### src/rtl/float_multi_unit.sv
// Registered dual-mode 16-bit multiplier: IEEE binary16 multiply (RNE) or
// saturating signed INT16 multiply, selected per cycle, one-cycle latency.
`timescale 1ns/1ps

module float_multi_unit (
    input  logic        clk,
    input  logic        rst_n,
    input  logic        mode,
    input  logic [15:0] input1,
    input  logic [15:0] input2,
    output logic [15:0] result
);

    // ---------------- FP16 operand decode ----------------
    logic [4:0]  w_ea, w_eb;
    logic [9:0]  w_fa, w_fb;
    logic        w_sign;
    logic        w_a_nan, w_b_nan, w_a_inf, w_b_inf, w_a_zero, w_b_zero;
    logic [10:0] w_ma, w_mb;
    logic [4:0]  w_xa, w_xb;

    assign w_ea   = input1[14:10];
    assign w_eb   = input2[14:10];
    assign w_fa   = input1[9:0];
    assign w_fb   = input2[9:0];
    assign w_sign = input1[15] ^ input2[15];

    assign w_a_nan  = (w_ea == 5'h1F) && (w_fa != 10'd0);
    assign w_b_nan  = (w_eb == 5'h1F) && (w_fb != 10'd0);
    assign w_a_inf  = (w_ea == 5'h1F) && (w_fa == 10'd0);
    assign w_b_inf  = (w_eb == 5'h1F) && (w_fb == 10'd0);
    assign w_a_zero = (w_ea == 5'd0)  && (w_fa == 10'd0);
    assign w_b_zero = (w_eb == 5'd0)  && (w_fb == 10'd0);

    // Subnormals carry a zero hidden bit and the same effective exponent as exp=1
    assign w_ma = {(w_ea != 5'd0), w_fa};
    assign w_mb = {(w_eb != 5'd0), w_fb};
    assign w_xa = (w_ea == 5'd0) ? 5'd1 : w_ea;
    assign w_xb = (w_eb == 5'd0) ? 5'd1 : w_eb;

    // ---------------- significand product and normalisation ----------------
    logic [21:0] w_prod;
    logic [4:0]  w_lead;
    logic [21:0] w_norm;
    logic signed [7:0] w_exp;

    assign w_prod = w_ma * w_mb;

    always_comb begin
        w_lead = 5'd0;
        for (int i = 0; i < 22; i++) begin
            if (w_prod[i]) begin
                w_lead = 5'(i);
            end
        end
    end

    // Leading one moved to bit 21; biased exponent = lead + xa + xb - 35
    assign w_norm = w_prod << (5'd21 - w_lead);
    assign w_exp  = $signed({3'b000, w_lead} + {3'b000, w_xa} + {3'b000, w_xb} - 8'd35);

    // ---------------- gradual underflow shift and RNE rounding ----------------
    logic [4:0]  w_shamt;
    logic [47:0] w_wide;
    logic [10:0] w_sig;
    logic        w_guard, w_sticky, w_inc;
    logic [11:0] w_rnd;
    logic signed [7:0] w_exp_fin;
    logic [9:0]  w_mant;

    always_comb begin
        w_shamt = 5'd0;
        if (w_exp < -8'sd24) begin
            w_shamt = 5'd26;
        end else if (w_exp < 8'sd1) begin
            w_shamt = 5'(8'sd1 - w_exp);
        end
    end

    // 26 trailing zeros keep every shifted-out bit visible to the sticky OR
    assign w_wide   = {w_norm, 26'd0} >> w_shamt;
    assign w_sig    = w_wide[47:37];
    assign w_guard  = w_wide[36];
    assign w_sticky = |w_wide[35:0];
    assign w_inc    = w_guard & (w_sticky | w_sig[0]);
    assign w_rnd    = {1'b0, w_sig} + {11'd0, w_inc};

    assign w_exp_fin = w_exp + $signed({7'd0, w_rnd[11]});
    assign w_mant    = w_rnd[11] ? w_rnd[10:1] : w_rnd[9:0];

    logic [15:0] w_fp_result;

    always_comb begin
        w_fp_result = {w_sign, w_exp_fin[4:0], w_mant};
        if (w_a_nan || w_b_nan || (w_a_inf && w_b_zero) || (w_b_inf && w_a_zero)) begin
            w_fp_result = 16'h7E00;
        end else if (w_a_inf || w_b_inf) begin
            w_fp_result = {w_sign, 5'h1F, 10'd0};
        end else if (w_a_zero || w_b_zero) begin
            w_fp_result = {w_sign, 15'd0};
        end else if (w_exp < 8'sd1) begin
            // Hidden-bit position doubles as the exponent LSB: a round-up to
            // 0x400 lands exactly on the smallest normal.
            w_fp_result = {w_sign, 4'd0, w_rnd[10:0]};
        end else if (w_exp_fin > 8'sd30) begin
            w_fp_result = {w_sign, 5'h1F, 10'd0};
        end
    end

    // ---------------- saturating INT16 multiply ----------------
    logic signed [31:0] w_iprod;
    logic [15:0]        w_int_result;

    assign w_iprod = $signed(input1) * $signed(input2);

    always_comb begin
        w_int_result = w_iprod[15:0];
        if (w_iprod > 32'sd32767) begin
            w_int_result = 16'h7FFF;
        end else if (w_iprod < -32'sd32768) begin
            w_int_result = 16'h8000;
        end
    end

    // ---------------- output register ----------------
    logic [15:0] r_result;

    always_ff @(posedge clk or negedge rst_n) begin
        if (!rst_n) begin
            r_result <= 16'h0000;
        end else begin
            r_result <= mode ? w_fp_result : w_int_result;
        end
    end

    assign result = r_result;

endmodule

### config.mk
export PLATFORM = sky130hd
export DESIGN_NAME = float_multi_unit
export DESIGN_NICKNAME = d
export VERILOG_FILES = /design/src/rtl/float_multi_unit.sv
export SDC_FILE = /design/constraint.sdc
export NUM_CORES = 1
export LEC_CHECK = 0
export ABC_AREA = 1
export CAP_MARGIN = 20
export CORE_ASPECT_RATIO = 0.5
export CORE_MARGIN = 5
export CORE_UTILIZATION = 40
export CTS_CLUSTER_SIZE = 12
export DETAILED_ROUTE_END_ITERATION = 8
export GPL_TIMING_DRIVEN = 0
export PLACE_DENSITY = 0.62
export SYNTH_ARGS = -nofsm -noshare
export SYNTH_HDL_FRONTEND = slang
export SYNTH_SLANG_ARGS = --single-unit
### constraint.sdc
create_clock -name clk -period 0.8 [get_ports clk]
set_input_delay 0.12 -clock clk [delete_from_list [all_inputs] [get_ports clk]]
set_output_delay 0.12 -clock clk [all_outputs]
set_load 0.005 [all_outputs]
==> results of run 1 <==
Yosys cell counts, types with 17 or more instances:
cell type,n
inv_1,663
nand2_1,638
fa_1,347
nand3_1,212
ha_1,160
nor2_1,71
a21oi_1,67
clkbuf_1,63
xor2_1,39
o21ai_0,33
nand4_1,21
inv_2,17
metrics by stage:
step / setup slack, ns / hold slack (ns) / util [%]
after floorplan: -9.61 / -0.176 / -
after global placement: -11.54 / 0.563 / 43.9
after detailed placement: -11.61 / 0.573 / 43.9
after CTS: -9.55 / 0.315 / 46.9
after global routing: -10.06 / -0.0311 / 47.9
final: -9.54 / -0.0991 / 47.9
worst paths after layout:
check | from | to | slack (ns) | cells after the start
setup / recovery | input1[14] | result[2]$_DFF_PN0_ | -9.54 | 76
hold / removal | rst_n | result[14]$_DFF_PN0_ | -0.1 | 1
max in group asynchronous | rst_n | result[13]$_DFF_PN0_ | 0.47 | 1
min in group clk | input1[0] | result[0]$_DFF_PN0_ | 0.72 | 5
final cells by class:
cell class / instances / area share (%)
multi-input combinational: 1727 / 72.8
inverter: 687 / 12.1
timing repair buffer: 137 / 4.88
buffer: 95 / 4.46
tap: 598 / 3.47
sequential: 16 / 1.86
clock buffer: 4 / 0.412
antenna: 1 / 0.0116
cells by family after synthesis:
kind of cell    Yosys count  share of synthesized area, %
compound gates          136                          4.36
flops                    16                          2.20
fa+ha+maj               507                          49.3
simple gates           1033                          25.1
xor+xnor                 51                          2.50
buf+inv                 782                          16.6
routing by layer:
layer	vias to the layer above	track usage, %	routed length (um)
li1	7748	-	-
met1	7898	27.7	22200
met2	464	37.3	26100
met3	101	2.95	3340
met4	0	6.13	1800
met5	-	0	0
what timing repair did:
item / CTS / global route
pin swaps: 86 / 77
cloned: 1 / 0
setup endpoints to repair: 32 / 48
hold endpoints to repair: 0 / 16
buffers inserted: 94 / 24
gates resized for setup: 226 / 76
==> metrics.txt, run 1 <==
vias in the first global route=around 17,000; largest fanout on the critical path=8; CP arrival=10.46 ns; Max Cap Viol=0; Routed WL per cell=16.4 um; Top FF cell, synth=dfrtp_1; Iter 0 DRT Violations=956; syn nets=3,067; asr flop ratio synth=100%; drc violations=0; # H-tree levels=1; Yosys reg bits=16; final hold vios=16; initial antenna violation count=1; setup violators final=32; grt total ovfl=0; crit share post-route=1290%; Initial DRT Pass Iterations=5; Die H=161 um; buffers added on ports=21; Worst Path Required=0.92 ns; first-pass GRT wire length=86,800 um; fill count=4,499; Total Routing Usage GR=a little over a fifth; Seq/Total Area, Yosys=2.20%; max FFs per register=16; largest delay contributor family on the critical path=buffers and inverters; CTS Buf Count=3; vias=16,200; area occupied by multi-input gates=15,700 um^2; WP buf/inv=37; CTS hold repair buffers=0; clock sinks=16; CTS tree=yes; final wirelength=53,400 um; run status=finished with violations; CTS Root Cell=clkbuf_16; Slew @ Worst Pin=0.822 ns; GP Congestion=0.903; num ports=between 50 and 60; Non-Filler Instances=approximately 3,300; layout cells sized above 1=18.3%; dpl cells=3,144; Layout Area Growth over Synthesis=18.8%; pin count of the biggest net entering global routing=17; Critical-path top delay cell=fa_1; Hold Path Class=in2async; startpoint types=input port; delay of the slowest cell on the worst path=0.48 ns; most frequent cells in the layout=634 x inv_1, 580 x nand2_1, 345 x fa_1, 184 x nand3_1, 140 x ha_1; Cells after Synth=between 2,000 and 3,000; fin crit period=roughly 10 ns; Final WS setup=-9.54 ns; final instance area=21,600 um^2; fmax=between 90 and 100 MHz; Die Span X=311 um; final slew viol count=0; Synth Cell Area=roughly 18,000 um^2; dominant cells by area after synthesis=fa_1 38%, inv_1 14%, nand2_1 13%; area leader, netlist=fa_1; Initial Util=around two fifths; Synth top area share=between 30% and 40%; Critical Path Most Common Cell=buf_4; Cell variety after synth=59; placed cell areas=19,800 um^2; Bufs on Longest Clock Path=2; layout net count=between 3,000 and 4,000; vias per cell=4.97; Min Hold Slack=-0.0991 ns; Post-synth EDFFs=0; hpwl dp=44,400 um; worst setup path class=in2reg; antenna-violating nets left=0; Clock Pin Slew Worst Setup and Hold Paths=about 0.050 ns; Setup crit end kind=flip-flop; setup tns final=-148.06 ns; Rows=55; Syn Area/Cell=~7 um^2; register area=400 um^2; failing checks=hold timing, setup timing; RSZ-0062 raised after global routing=true; full die area=around 50,000 um^2; headroom to the max-slew limit=45.2%; Syn. warnings=0; commonest non-fill, non-tap cell in the layout=inv_1; Core Region=between 40,000 and 50,000 um^2
Power of run 1 is left out: the tool's default activity adds up to more than one toggle a clock period on the data nets, which glitch-free logic cannot reach.
==> inputs of run 2 (changes only) <==
--- a/config.mk
+++ b/config.mk
@@ -10,7 +10,7 @@
 export CORE_ASPECT_RATIO = 0.5
 export CORE_MARGIN = 5
 export CORE_UTILIZATION = 40
-export CTS_CLUSTER_SIZE = 12
+export CTS_CLUSTER_SIZE = 25
 export DETAILED_ROUTE_END_ITERATION = 8
 export GPL_TIMING_DRIVEN = 0
 export PLACE_DENSITY = 0.62
==> constraint.sdc (replaced) <==
create_clock -name clk -period 10.4 [get_ports clk]
set_input_delay 1.56 -clock clk [delete_from_list [all_inputs] [get_ports clk]]
set_output_delay 1.56 -clock clk [all_outputs]
set_load 0.005 [all_outputs]
==> run 2 against run 1 <==
  * The run ends with setup timing left
  * Die area did not move
  * Wire length fell by 0.93%
  * Sequential cell count did not move
  * Sequential share of layout area barely moved
  * First-iteration DRC count fell by 0.73%
  * Hold slack improved by 1.8 ns
  * Utilization barely moved
  * Non-clock buffer count fell by 12
  * Via count fell by 0.17%
  * Clock-buffer cell count fell by 1
  * Final cell count fell by 0.43%
==> metrics.txt, run 2 (synthesis gave the netlist of run 1 again) <==
Iter 0 DRT Violations=949 (-0.73%); pin count of the biggest net entering global routing=17 (unchanged); setup violators final=15 (-53%); first-pass GRT wire length=85,100 um (-2.0%); layout net count=3,197 (-0.37%); Bufs on Longest Clock Path=2 (unchanged); run status=finished with violations; Core Region=45,100 um^2 (unchanged); Slew @ Worst Pin=0.893 ns (+0.0716 ns); diode count=0 (-1); layout cells sized above 1=17.2% (-1.2 points); Max Cap Viol=0 (unchanged); Initial DRT Pass Iterations=5 (unchanged); Critical-path top delay cell=fa_1; Setup crit end kind=flip-flop; CTS tree=yes; Die Span X=311 um (unchanged); hpwl dp=44,300 um (-0.28%); # H-tree levels=1 (unchanged); CP arrival=11.82 ns (+1.36 ns); final slew viol count=0 (unchanged); headroom to the max-slew limit=40.4% (-4.8 points); vias in the first global route=16,400 (-2.1%); GP Congestion=0.941 (+4.1%); CTS Root Cell=clkbuf_16; full die area=50,000 um^2 (unchanged); buffers added on ports=21 (unchanged); antenna-violating nets left=0 (unchanged); CTS Buf Count=3 (unchanged); Layout Area Growth over Synthesis=18.7% (about the same); Clock Pin Slew Worst Setup and Hold Paths=0.04 ns (about the same); largest fanout on the critical path=10 (+2); RSZ-0062 raised after global routing=true; final hold vios=0 (-16); startpoint types=input port; worst setup path class=in2reg; fin crit period=11.65 ns; Final WS setup=-1.25 ns (+8.29 ns); fmax=85.8 MHz; vias per cell=4.98 (+0.26%); WP buf/inv=19 (-49%); Worst Path Required=10.57 ns (+9.65 ns); fill count=4,421 (-1.7%); crit share post-route=112%; largest delay contributor family on the critical path=adder cells; max FFs per register=16 (unchanged); Rows=55 (unchanged); Core Util, Final=47.9% (about the same); Routed WL per cell=16.3 um (-0.50%); Hold Path Class=in2async; delay of the slowest cell on the worst path=0.52 ns (+0.04 ns); grt total ovfl=0 (unchanged); Total Routing Usage GR=20.9% (-0.40 points); commonest non-fill, non-tap cell in the layout=inv_1; most frequent cells in the layout=634 x inv_1, 584 x nand2_1, 343 x fa_1, 179 x nand3_1, 143 x ha_1; final wirelength=52,900 um (-0.93%); Initial Util=40.3% (unchanged); drc violations=0 (unchanged); clock sinks=16 (unchanged); failing checks=setup timing; Die H=161 um (unchanged); initial antenna violation count=1 (unchanged); vias=16,200 (-0.17%); num ports=51 (unchanged)
==> run 2: cell types whose count changed in the layout (fill, tap and decap cells not counted), moves of 4 or more <==
cell / before / now
clkbuf_2: 11 / 6
buf_2: 24 / 7
buf_6: 25 / 19
clkbuf_4: 10 / 4
clkbuf_16: 11 / 17
nand2_1: 580 / 584
clkbuf_8: 24 / 15
nand3_2: 34 / 40
clkdlybuf4s50_1: 2 / 19
clkbuf_1: 9 / 15
nand3_1: 184 / 179
==> run 2: layout make-up <==
class	instances	area [um^2]	area share (%)
tap	598	748	3.47
timing repair buffer	126	1020	4.73
sequential	16	400	1.86
clock buffer	3	75.1	0.348
inverter	687	2620	12.2
buffer	94	1010	4.66
multi-input combinational	1727	15700	72.8
==> run 2: worst max path at each step <==
stage,depth (start not counted),slack (ns),from,endpoint
after floorplan,72,-1.45,input1[13],result[9]$_DFF_PN0_
after global placement,70,-3.39,input1[14],result[9]$_DFF_PN0_
after detailed placement,71,-3.51,input1[14],result[9]$_DFF_PN0_
after CTS,69,-1.26,input2[14],result[4]$_DFF_PN0_
after global routing,72,-1.75,input1[11],result[9]$_DFF_PN0_
final,71,-1.25,input2[11],result[9]$_DFF_PN0_
==> run 2: layer usage <==
layer / vias up / global-route usage (%) / wire length [um]
li1: 7730 / - / -
met1: 7871 / 27.2 / 22100
met2: 473 / 36.6 / 25700
met3: 108 / 2.86 / 3270
met4: 2 / 6.02 / 1810
met5: - / 0 / 13
==> run 2: stage by stage <==
step,cell area (um^2),setup TNS (ns),worst slack (ns),cells,hold slack [ns]
floorplan,18600,-19.07,-1.45,2525,1.26
CTS,21100,-17.59,-1.26,3225,1.76
global route,21600,-25.69,-1.75,3251,1.80
detailed placement,19600,-49.66,-3.51,3144,2.01
finish,21600,-17.90,-1.25,3251,1.74
global placement,19600,-47.99,-3.39,3144,2.01
==> run 2: timing repair <==
action,in CTS,in global routing
cloned,1,0
hold buffers,0,0
gates resized for setup,211,89
setup buffers,77,28
endpoints found under the hold margin,0,0
pin swaps,67,56
endpoints found under the setup margin,15,15
Power of run 2 is left out for the same reason.
